[config.mk]
export PLATFORM = sky130hd
export DESIGN_NAME = program_counter_unit
export DESIGN_NICKNAME = d
export VERILOG_FILES = /design/src/rtl/program_counter_unit.sv
export SDC_FILE = /design/constraint.sdc
export NUM_CORES = 1
export LEC_CHECK = 0
export ABC_AREA = 1
export CORE_ASPECT_RATIO = 1.4
export CORE_MARGIN = 2
export CORE_UTILIZATION = 25
export DETAILED_ROUTE_END_ITERATION = 8
export HOLD_SLACK_MARGIN = 0.08
export SYNTH_ARGS = -nofsm -noshare
export SYNTH_HDL_FRONTEND = slang
export SYNTH_SLANG_ARGS = --single-unit
[constraint.sdc]
create_clock -name clk_i -period 3 [get_ports clk_i]
set_input_delay 0.45 -clock clk_i [delete_from_list [all_inputs] [get_ports clk_i]]
set_output_delay 0.45 -clock clk_i [all_outputs]
set_load 0.03 [all_outputs]
[src/rtl/program_counter_unit.sv]
// program_counter_unit
// Instruction-fetch / program-counter stage. Owns the PC and runs the
// instruction-memory bus handshake. It applies control-unit PC operations
// (inc, branch, jump, jsb, ret, int, reti) and keeps a return-address stack
// with sticky overflow and underflow flags.
//
// Ports
//   clk_i, rst_i        clock, asynchronous active-high reset
//   clkEn_i             clock enable for every state update
//   fetch_req_i         request fetch at current PC
//   inst_ack_i          instruction-memory acknowledge
//   inst_cyc_o/stb_o    bus cycle / strobe (high while in BUS)
//   inst_adr_o          fetch address (= pc_o)
//   fetch_done_o        one-cycle pulse after ack accepted
//   pc_en_i, pc_op_i    apply PC operation (IDLE only)
//   addr_i, disp_i      absolute target / signed branch displacement
//   pc_o                current PC
//   stack_*_o           return-stack status and sticky error flags
module program_counter_unit #(
  parameter int unsigned          ADDR_W       = 12,
  parameter int unsigned          STACK_DEPTH  = 8,
  parameter logic [ADDR_W-1:0]    RESET_VECTOR = 12'h000,
  parameter logic [ADDR_W-1:0]    INT_VECTOR   = 12'h001
) (
  input  logic              clk_i,
  input  logic              rst_i,
  input  logic              clkEn_i,
  input  logic              fetch_req_i,
  input  logic              inst_ack_i,
  output logic              inst_cyc_o,
  output logic              inst_stb_o,
  output logic [ADDR_W-1:0] inst_adr_o,
  output logic              fetch_done_o,
  input  logic              pc_en_i,
  input  logic [2:0]        pc_op_i,
  input  logic [ADDR_W-1:0] addr_i,
  input  logic [7:0]        disp_i,
  output logic [ADDR_W-1:0] pc_o,
  output logic              stack_empty_o,
  output logic              stack_full_o,
  output logic              stack_ovf_o,
  output logic              stack_unf_o
);

  localparam int unsigned DISP_W = 8;
  localparam int unsigned SP_W   = $clog2(STACK_DEPTH + 1);
  localparam int unsigned IDX_W  = $clog2(STACK_DEPTH);

  typedef enum logic {
    S_IDLE = 1'b0,
    S_BUS  = 1'b1
  } bus_state_e;

  typedef enum logic [2:0] {
    OP_HOLD   = 3'b000,
    OP_INC    = 3'b001,
    OP_BRANCH = 3'b010,
    OP_JUMP   = 3'b011,
    OP_JSB    = 3'b100,
    OP_RET    = 3'b101,
    OP_INT    = 3'b110,
    OP_RETI   = 3'b111
  } pc_op_e;

  bus_state_e        r_state;
  bus_state_e        w_state_next;
  logic              r_fetch_done;
  logic              w_fetch_done_next;
  logic [ADDR_W-1:0] r_pc;
  logic [ADDR_W-1:0] w_pc_next;
  logic [SP_W-1:0]   r_sp;
  logic [SP_W-1:0]   w_sp_next;
  logic              r_ovf;
  logic              r_unf;
  logic              w_ovf_set;
  logic              w_unf_set;
  logic              w_push;
  logic              w_op_fire;
  logic              w_full;
  logic              w_empty;
  logic [IDX_W-1:0]  w_push_idx;
  logic [IDX_W-1:0]  w_top_idx;
  logic [ADDR_W-1:0] w_disp_ext;
  logic [ADDR_W-1:0] r_stack [STACK_DEPTH];

  assign w_full     = (r_sp == SP_W'(STACK_DEPTH));
  assign w_empty    = (r_sp == '0);
  assign w_push_idx = IDX_W'(r_sp);
  assign w_top_idx  = IDX_W'(r_sp - SP_W'(1));
  assign w_disp_ext = {{(ADDR_W-DISP_W){disp_i[DISP_W-1]}}, disp_i};
  // PC operations are only honoured while the bus is idle.
  assign w_op_fire  = pc_en_i && clkEn_i && (r_state == S_IDLE);

  // Bus FSM next state; a request is ignored during the done-pulse cycle.
  always_comb begin
    w_state_next      = r_state;
    w_fetch_done_next = 1'b0;
    case (r_state)
      S_IDLE: begin
        if (fetch_req_i && !r_fetch_done) w_state_next = S_BUS;
      end
      S_BUS: begin
        if (inst_ack_i) begin
          w_state_next      = S_IDLE;
          w_fetch_done_next = 1'b1;
        end
      end
      default: w_state_next = S_IDLE;
    endcase
  end

  // PC / stack next-state for the selected operation.
  always_comb begin
    w_pc_next = r_pc;
    w_sp_next = r_sp;
    w_push    = 1'b0;
    w_ovf_set = 1'b0;
    w_unf_set = 1'b0;
    if (w_op_fire) begin
      case (pc_op_e'(pc_op_i))
        OP_INC:    w_pc_next = r_pc + ADDR_W'(1);
        OP_BRANCH: w_pc_next = r_pc + w_disp_ext;
        OP_JUMP:   w_pc_next = addr_i;
        OP_JSB, OP_INT: begin
          w_pc_next = (pc_op_e'(pc_op_i) == OP_INT) ? INT_VECTOR : addr_i;
          // A push into a full stack is dropped but the PC still loads.
          if (w_full) begin
            w_ovf_set = 1'b1;
          end else begin
            w_push    = 1'b1;
            w_sp_next = r_sp + SP_W'(1);
          end
        end
        OP_RET, OP_RETI: begin
          if (w_empty) begin
            w_unf_set = 1'b1;
          end else begin
            w_pc_next = r_stack[w_top_idx];
            w_sp_next = r_sp - SP_W'(1);
          end
        end
        default: w_pc_next = r_pc;
      endcase
    end
  end

  // State registers.
  always_ff @(posedge clk_i or posedge rst_i) begin
    if (rst_i) begin
      r_state      <= S_IDLE;
      r_fetch_done <= 1'b0;
      r_pc         <= RESET_VECTOR;
      r_sp         <= '0;
      r_ovf        <= 1'b0;
      r_unf        <= 1'b0;
    end else if (clkEn_i) begin
      r_state      <= w_state_next;
      r_fetch_done <= w_fetch_done_next;
      r_pc         <= w_pc_next;
      r_sp         <= w_sp_next;
      r_ovf        <= r_ovf | w_ovf_set;
      r_unf        <= r_unf | w_unf_set;
    end
  end

  // Return-stack storage; contents need no reset.
  always_ff @(posedge clk_i) begin
    if (w_push && !rst_i) r_stack[w_push_idx] <= r_pc;
  end

  assign inst_cyc_o    = (r_state == S_BUS);
  assign inst_stb_o    = (r_state == S_BUS);
  assign inst_adr_o    = r_pc;
  assign pc_o          = r_pc;
  assign fetch_done_o  = r_fetch_done;
  assign stack_empty_o = w_empty;
  assign stack_full_o  = w_full;
  assign stack_ovf_o   = r_ovf;
  assign stack_unf_o   = r_unf;

endmodule

## Word-level counts from Yosys, hierarchy flattened

Memories as Yosys holds them, arrays and structs flattened.
Cells that the tools add are included.

| word-level totals | value |
|---|---|
| bits in registers | 20 |
| memory bits (writable) | 96 |
| input bits | 29 |
| output and inout bits | 31 |
| logic and storage cells | 59 |
| memories kept | 1 |

Memories:

| name | depth | bits a word | read ports | clocked after Yosys merged registers in | wr ports | RTL line | RTL |
|---|---|---|---|---|---|---|---|
| r_stack | 8 | 12 | 1 | 0 | 1 | 84 | `logic [ADDR_W-1:0] r_stack [STACK_DEPTH];` |

| operators by class | value |
|---|---|
| add/sub/neg operators | 4 |
| eq/ne operators | 10 |
| mux-type cells | 22 |
| bitwise operators | 3 |
| reductions and logical operators | 13 |

Operators with widths:

| cell | number |
|---|---|
| 12-bit one-hot mux with 5 select lines | 1 |
| 12-bit 2-to-1 mux | 2 |
| 1-bit 2-to-1 mux | 15 |
| 12-bit by 1-bit adder with 12-bit output, second input constant | 1 |
| 12-bit adder | 1 |
| 3-bit equality test, second input constant | 4 |
| 4-bit 2-to-1 mux | 2 |
| 4-bit one-hot mux with 2 select lines | 1 |
| 3-bit by 2-bit equality test with 1-bit output, second input constant | 2 |
| 5-bit AND reduction | 1 |
| 5-bit nonzero test | 1 |
| 4-bit by 1-bit adder with 4-bit output, second input constant | 1 |
| 4-bit equality test, second input constant | 1 |
| 1-bit logical AND | 4 |
| 4-bit logical NOT | 1 |
| 2-bit != test, second input constant | 2 |
| 4-bit AND reduction | 1 |
| 2-bit OR reduction | 2 |
| 4-bit by 1-bit subtractor with 4-bit output, second input constant | 1 |
| 3-bit by 1-bit equality test with 1-bit output, second input constant | 1 |
| 1-bit logical NOT | 2 |
| 1-bit OR | 2 |
| 1-bit one-hot mux with 2 select lines | 1 |
| 2-bit nonzero test | 1 |
| 1-bit inverter | 1 |

## Depth between registers and ports, before layout

| depth | value |
|---|---|
| depth after elaboration | 7 |
| gate-level depth with buffers | 16 |
| depth with buffers taken out | 16 |

## Worst setup path after synthesis

No wires, ideal clock.

| timing path | value |
|---|---|
| path type | register to register |
| start | reg r_sp[0] |
| end | mem r_stack[0][0], enable pin |
| library setup time | 0.412 ns |
| data arrival time | 2.843 ns |
| data required time | 2.588 ns |
| slack | -0.256 ns |
| stages on the path, launching flop included | 11 |
| path buffers | 2 |
| clock period less this slack | 3.256 ns |
| cells stage by stage | dfrtp_1 > buf_2 > clkinv_1 > buf_2 > ha_1 > nand2_4 > nor2_1 > nor3_1 > and2_1 > inv_1 > nor4_1 |

| between the ends | value |
|---|---|
| longest elaborated chain between the ends | 7 |

RTL lines:

| item | RTL line | RTL |
|---|---|---|
| start, declared | 71 | `logic [SP_W-1:0] r_sp;` |
| start signal, assigned | 160 | `r_sp <= w_sp_next;` |
| 4-bit equality test | 86 | `assign w_full = (r_sp == SP_W'(STACK_DEPTH));` |
| named net stack_full_o | 40 | `output logic stack_full_o,` |
| 1-bit 2-to-1 mux | 127 | `if (w_full) begin` |
| 1-bit 2-to-1 mux | 120 | `case (pc_op_e'(pc_op_i))` |
| 1-bit 2-to-1 mux | 119 | `if (w_op_fire) begin` |
| 1-bit logical AND | 168 | `if (w_push && !rst_i) r_stack[w_push_idx] <= r_pc;` |
| 1-bit 2-to-1 mux | 168 |  |
| 1-bit 2-to-1 mux (not written as such) | 168 |  |
| end, declared | 84 |  |

The timed path passes the listed nets, and every way through them passes these cells.

## Worst setup path in the final report

| timing path | value |
|---|---|
| start | reg r_sp[1] |
| end | out stack_empty_o |

| between the ends | value |
|---|---|
| longest elaborated chain between the ends | 1 |

RTL lines:

| item | RTL line | RTL |
|---|---|---|
| 4-bit logical NOT | 87 | `assign w_empty = (r_sp == '0);` |
| end, declared | 39 | `output logic stack_empty_o,` |

No other way between the ends.

==> run summary <==
STATUS
------------------------------------------------------------------------------------------------------
Outcome                                                                                   finished clean

CTS
------------------------------------------------------------------------------------------------------
CTS root buffer                                                                              clkbuf_16
Clk_lat worst skew                                                                              460 ps
Clock tree from TritonCTS                                                                         done
Total clock buffers created by CTS                                                                  25
Clock transition at the register clock pins on the worst setup and hold paths after CTS          40 ps
Post-CTS Setup Inserts                                                                               0
H-tree lvl count                                                                                     4
Maximum buffer depth of the clock tree                                                               3
TritonCTS sink count                                                                               116

SYNTHESIS
------------------------------------------------------------------------------------------------------
Top area cells in the synthesized netlist                                                 edfxtp_1 (52%), dfrtp_1 (9.0%), o21ai_0 (5.8%)
Synthesized net count                                                                              566
Area leader, netlist                                                                          edfxtp_1
Library cells used by synthesis                                                                     48
Count of mapped cells out of synthesis                                                             527
Register area share after synthesis                                                             0.6081
#FFs+latches synth                                                                                 116
Portion of synthesized cell area occupied by the leading cell type                              0.5181
Syn_area_per_cell                                                                           10.56 um^2
Most frequent cells after synthesis                                                       edfxtp_1 (96), nand2_1 (74), nor2_1 (66)
Library cell with the highest instance count after synthesis                                  edfxtp_1
Share of flip-flops with an asynchronous set or reset                                           0.1724
Synthesized cell area                                                                        5564 um^2
Count of flip-flops with a built-in enable after synthesis                                          96
Warnings from Yosys                                                                                  0
Leading register cell type out of synthesis                                                   edfxtp_1

CRITICAL PATH
------------------------------------------------------------------------------------------------------
CP required                                                                                    2550 ps
Cell-by-cell trace of the critical path                                                   inv_1 -> ha_1 -> nand2_4 -> nor2_4 -> clkdlybuf4s50_1
Maximum fanout encountered on the critical timing path                                               8
Arrival time at the worst endpoint                                                             2380 ps
Master of the slowest instance on the critical path                                       clkdlybuf4s50_1
Sort of element at the start of the critical path                                            flip-flop
Largest incremental delay on the critical path                                                  710 ps
Worst setup path class                                                                         reg2out
Sort of element at the end of the critical path                                             output pin

CELLS AND AREA
------------------------------------------------------------------------------------------------------
Area growth, synth to finish                                                                    30.60%
Antenna cells                                                                                        0
Core occupancy in the finished layout                                                           0.3324
Finished Layout Cells                                                                              913
Number of nets in the final layout                                                                 650
Layout cells sized above 1                                                                      0.1461

STA
------------------------------------------------------------------------------------------------------
Worst slew pin tran                                                                           805.6 ps
Post-route fraction of the period consumed by the critical path                                 0.9444
Fin crit period                                                                                2833 ps
Final clock skew                                                                              8.568 ps
Maximum clock frequency                                                                      353.0 MHz
Worst relative slew slack                                                                       0.4623
Number of failing setup endpoints in the final timing report                                         0
Final sum of negative setup slack                                                                 0 ps
Unrepaired setup endpoints after global routing                                                  false
Final Hold Fails                                                                                     0
Count of pins over their slew limit                                                                  0
Final Worst Setup Slack                                                                       166.8 ps

FLOORPLANNING
------------------------------------------------------------------------------------------------------
X dimension of the die                                                                        130.1 um
Die area                                                                                    23480 um^2
Cell row count                                                                                      64
I/O pins                                                                                            60
Area of the placeable core                                                                  21860 um^2
Die Span Y                                                                                    180.5 um
Effective utilization at floorplan                                                              0.2545

GRT
------------------------------------------------------------------------------------------------------
Global route overflow                                                                                0
Total routing usage reported by global routing                                                  0.1296
Global-route wire length before repair                                                        23130 um
Antenna violations before repair                                                                     0
Number of global-route vias before repair                                                         4182
Maximum number of pins on one net before global-route repair                                        53

POWER
------------------------------------------------------------------------------------------------------
PwrDens                                                                                   1038 nW/um^2
Total power of the final layout                                                                7545 uW
Leak pwr                                                                                   0.002782 uW
Largest voltage drop on the vdd net                                                          0.3968 mV

PLACE
------------------------------------------------------------------------------------------------------
Port Buffer Count                                                                                   59
Placer Congestion                                                                               0.8388
Placed Instances                                                                                   881
Worst setup slack after placement                                                            -49.21 ps
Sum of net half-perimeters after detailed placement                                           10190 um

ROUTING
------------------------------------------------------------------------------------------------------
Remaining routing DRC violations                                                                     0
Final routed wire length divided by cell count                                                16.20 um
Drt initial violations                                                                             404
Detailed-routing iteration count for the pre-antenna-repair pass                                     6
Remaining antenna violation count after routing                                                      0
Vias                                                                                              4184
Total wirelength of the detailed-routed design                                                14790 um
DR vias/cell                                                                                     4.583

FLOW RUN
------------------------------------------------------------------------------------------------------
Max-capacitance violation count                                                                      0

HOLD PATH
------------------------------------------------------------------------------------------------------
Class of the tightest hold or removal check                                                    reg2reg

[metal layers]
metal | up-vias | wire length (um) | global-route usage | share of wire
li1 | 2003 | - | - | -
met1 | 2007 | 5828 | 0.1498 | 0.39
met2 | 143 | 7994 | 0.2364 | 0.54
met3 | 31 | 585 | 0.01663 | 0.040
met4 | 0 | 384 | 0.05333 | 0.026
met5 | - | 0 | 0 | 0
[cells by family after synthesis]
group,synth area share
AO/OA/AOI/OAI,0.1271
flip-flops,0.6080
buffers and inverters,0.06431
adder cells (fa/ha/maj),0.02384
AND/OR/NAND/NOR,0.1597
XOR/XNOR,0.01709
[cell usage in the layout, fill, tap and decap left out, drive strengths merged]
master	instances
a2bb2oi	1
dlymetal6s2s	1
o21ai	64
nand3	24
clkinv	7
a21oi	13
and3	1
and2	1
o22ai	23
inv	36
nand4	5
a21boi	4
buf	30
a31oi	2
a22oi	3
o21a	4
o211ai	1
nor2	75
ha	9
clkbuf	28
nor3b	1
nor3	8
a41oi	1
xnor2	2
o21bai	2
edfxtp	96
nor4	1
nand2	79
o221ai	1
clkdlybuf4s50	58
xor2	8
or2	2
fa	1
a21o	1
a211oi	3
dfrtp	20
[stage by stage]
step / area [um^2] / hold slack [ps]
2_1_floorplan: 5570 / 413.8
3_3_place_gp: 6589 / 461.9
3_5_place_dp: 6589 / 463.4
4_1_cts: 7264 / 473.7
5_1_grt: 7267 / 507.8
6_report: 7267 / 466.3
[sequential cells by signal, summed over array words and instances (netlist names)]
signal and count:
r_sp 4, r_stack 96, stack_ovf_o 1, inst_cyc_o 1, fetch_done_o 1, stack_unf_o 1, inst_adr_o 12
[final cells by class]
cell class / count / area (um^2)
Clock inverter: 4 / 18.77
Clock buffer: 28 / 656.9
Fill cell: 2183 / 14590
Inverter: 39 / 158.9
Multi-Input combinational cell: 340 / 1859
Sequential cell: 116 / 3383
Tap cell: 297 / 371.6
Timing Repair Buffer: 89 / 818.3
[final timing paths]
path / depth (start not counted) / startpoint / end / slack, ps
hold / removal: 1 / stack_ovf_o / stack_ovf_o / 470
min in group asynchronous: 2 / rst_i / r_sp[0] / 510
setup / recovery: 5 / r_sp[1] / stack_empty_o / 170
hold reg to reg: 1 / stack_ovf_o / stack_ovf_o / 470
setup reg to reg: 9 / r_sp[1] / r_stack[3][6] / 510
max in group asynchronous: 2 / rst_i / inst_adr_o[8] / 1980
[worst max-delay path, delay by kind of cell (launching register included)]
kind          cells  cell delay (ps)
fa+ha+maj         1              300
buf+inv           2              950
flops             1              490
simple gates      2              200
[power breakdown]
group	switching [uW]	internal, uW	total [uW]
Clock	703	1520	2220
Combinational	1870	1050	2920
Sequential	341	2060	2400
[repair_timing]
item                       in CTS  in global routing
gates resized for setup         0                  1
setup endpoints to repair       0                  1
hold buffers                    0                  0
Note: power is estimated with default switching activity, not from simulation.
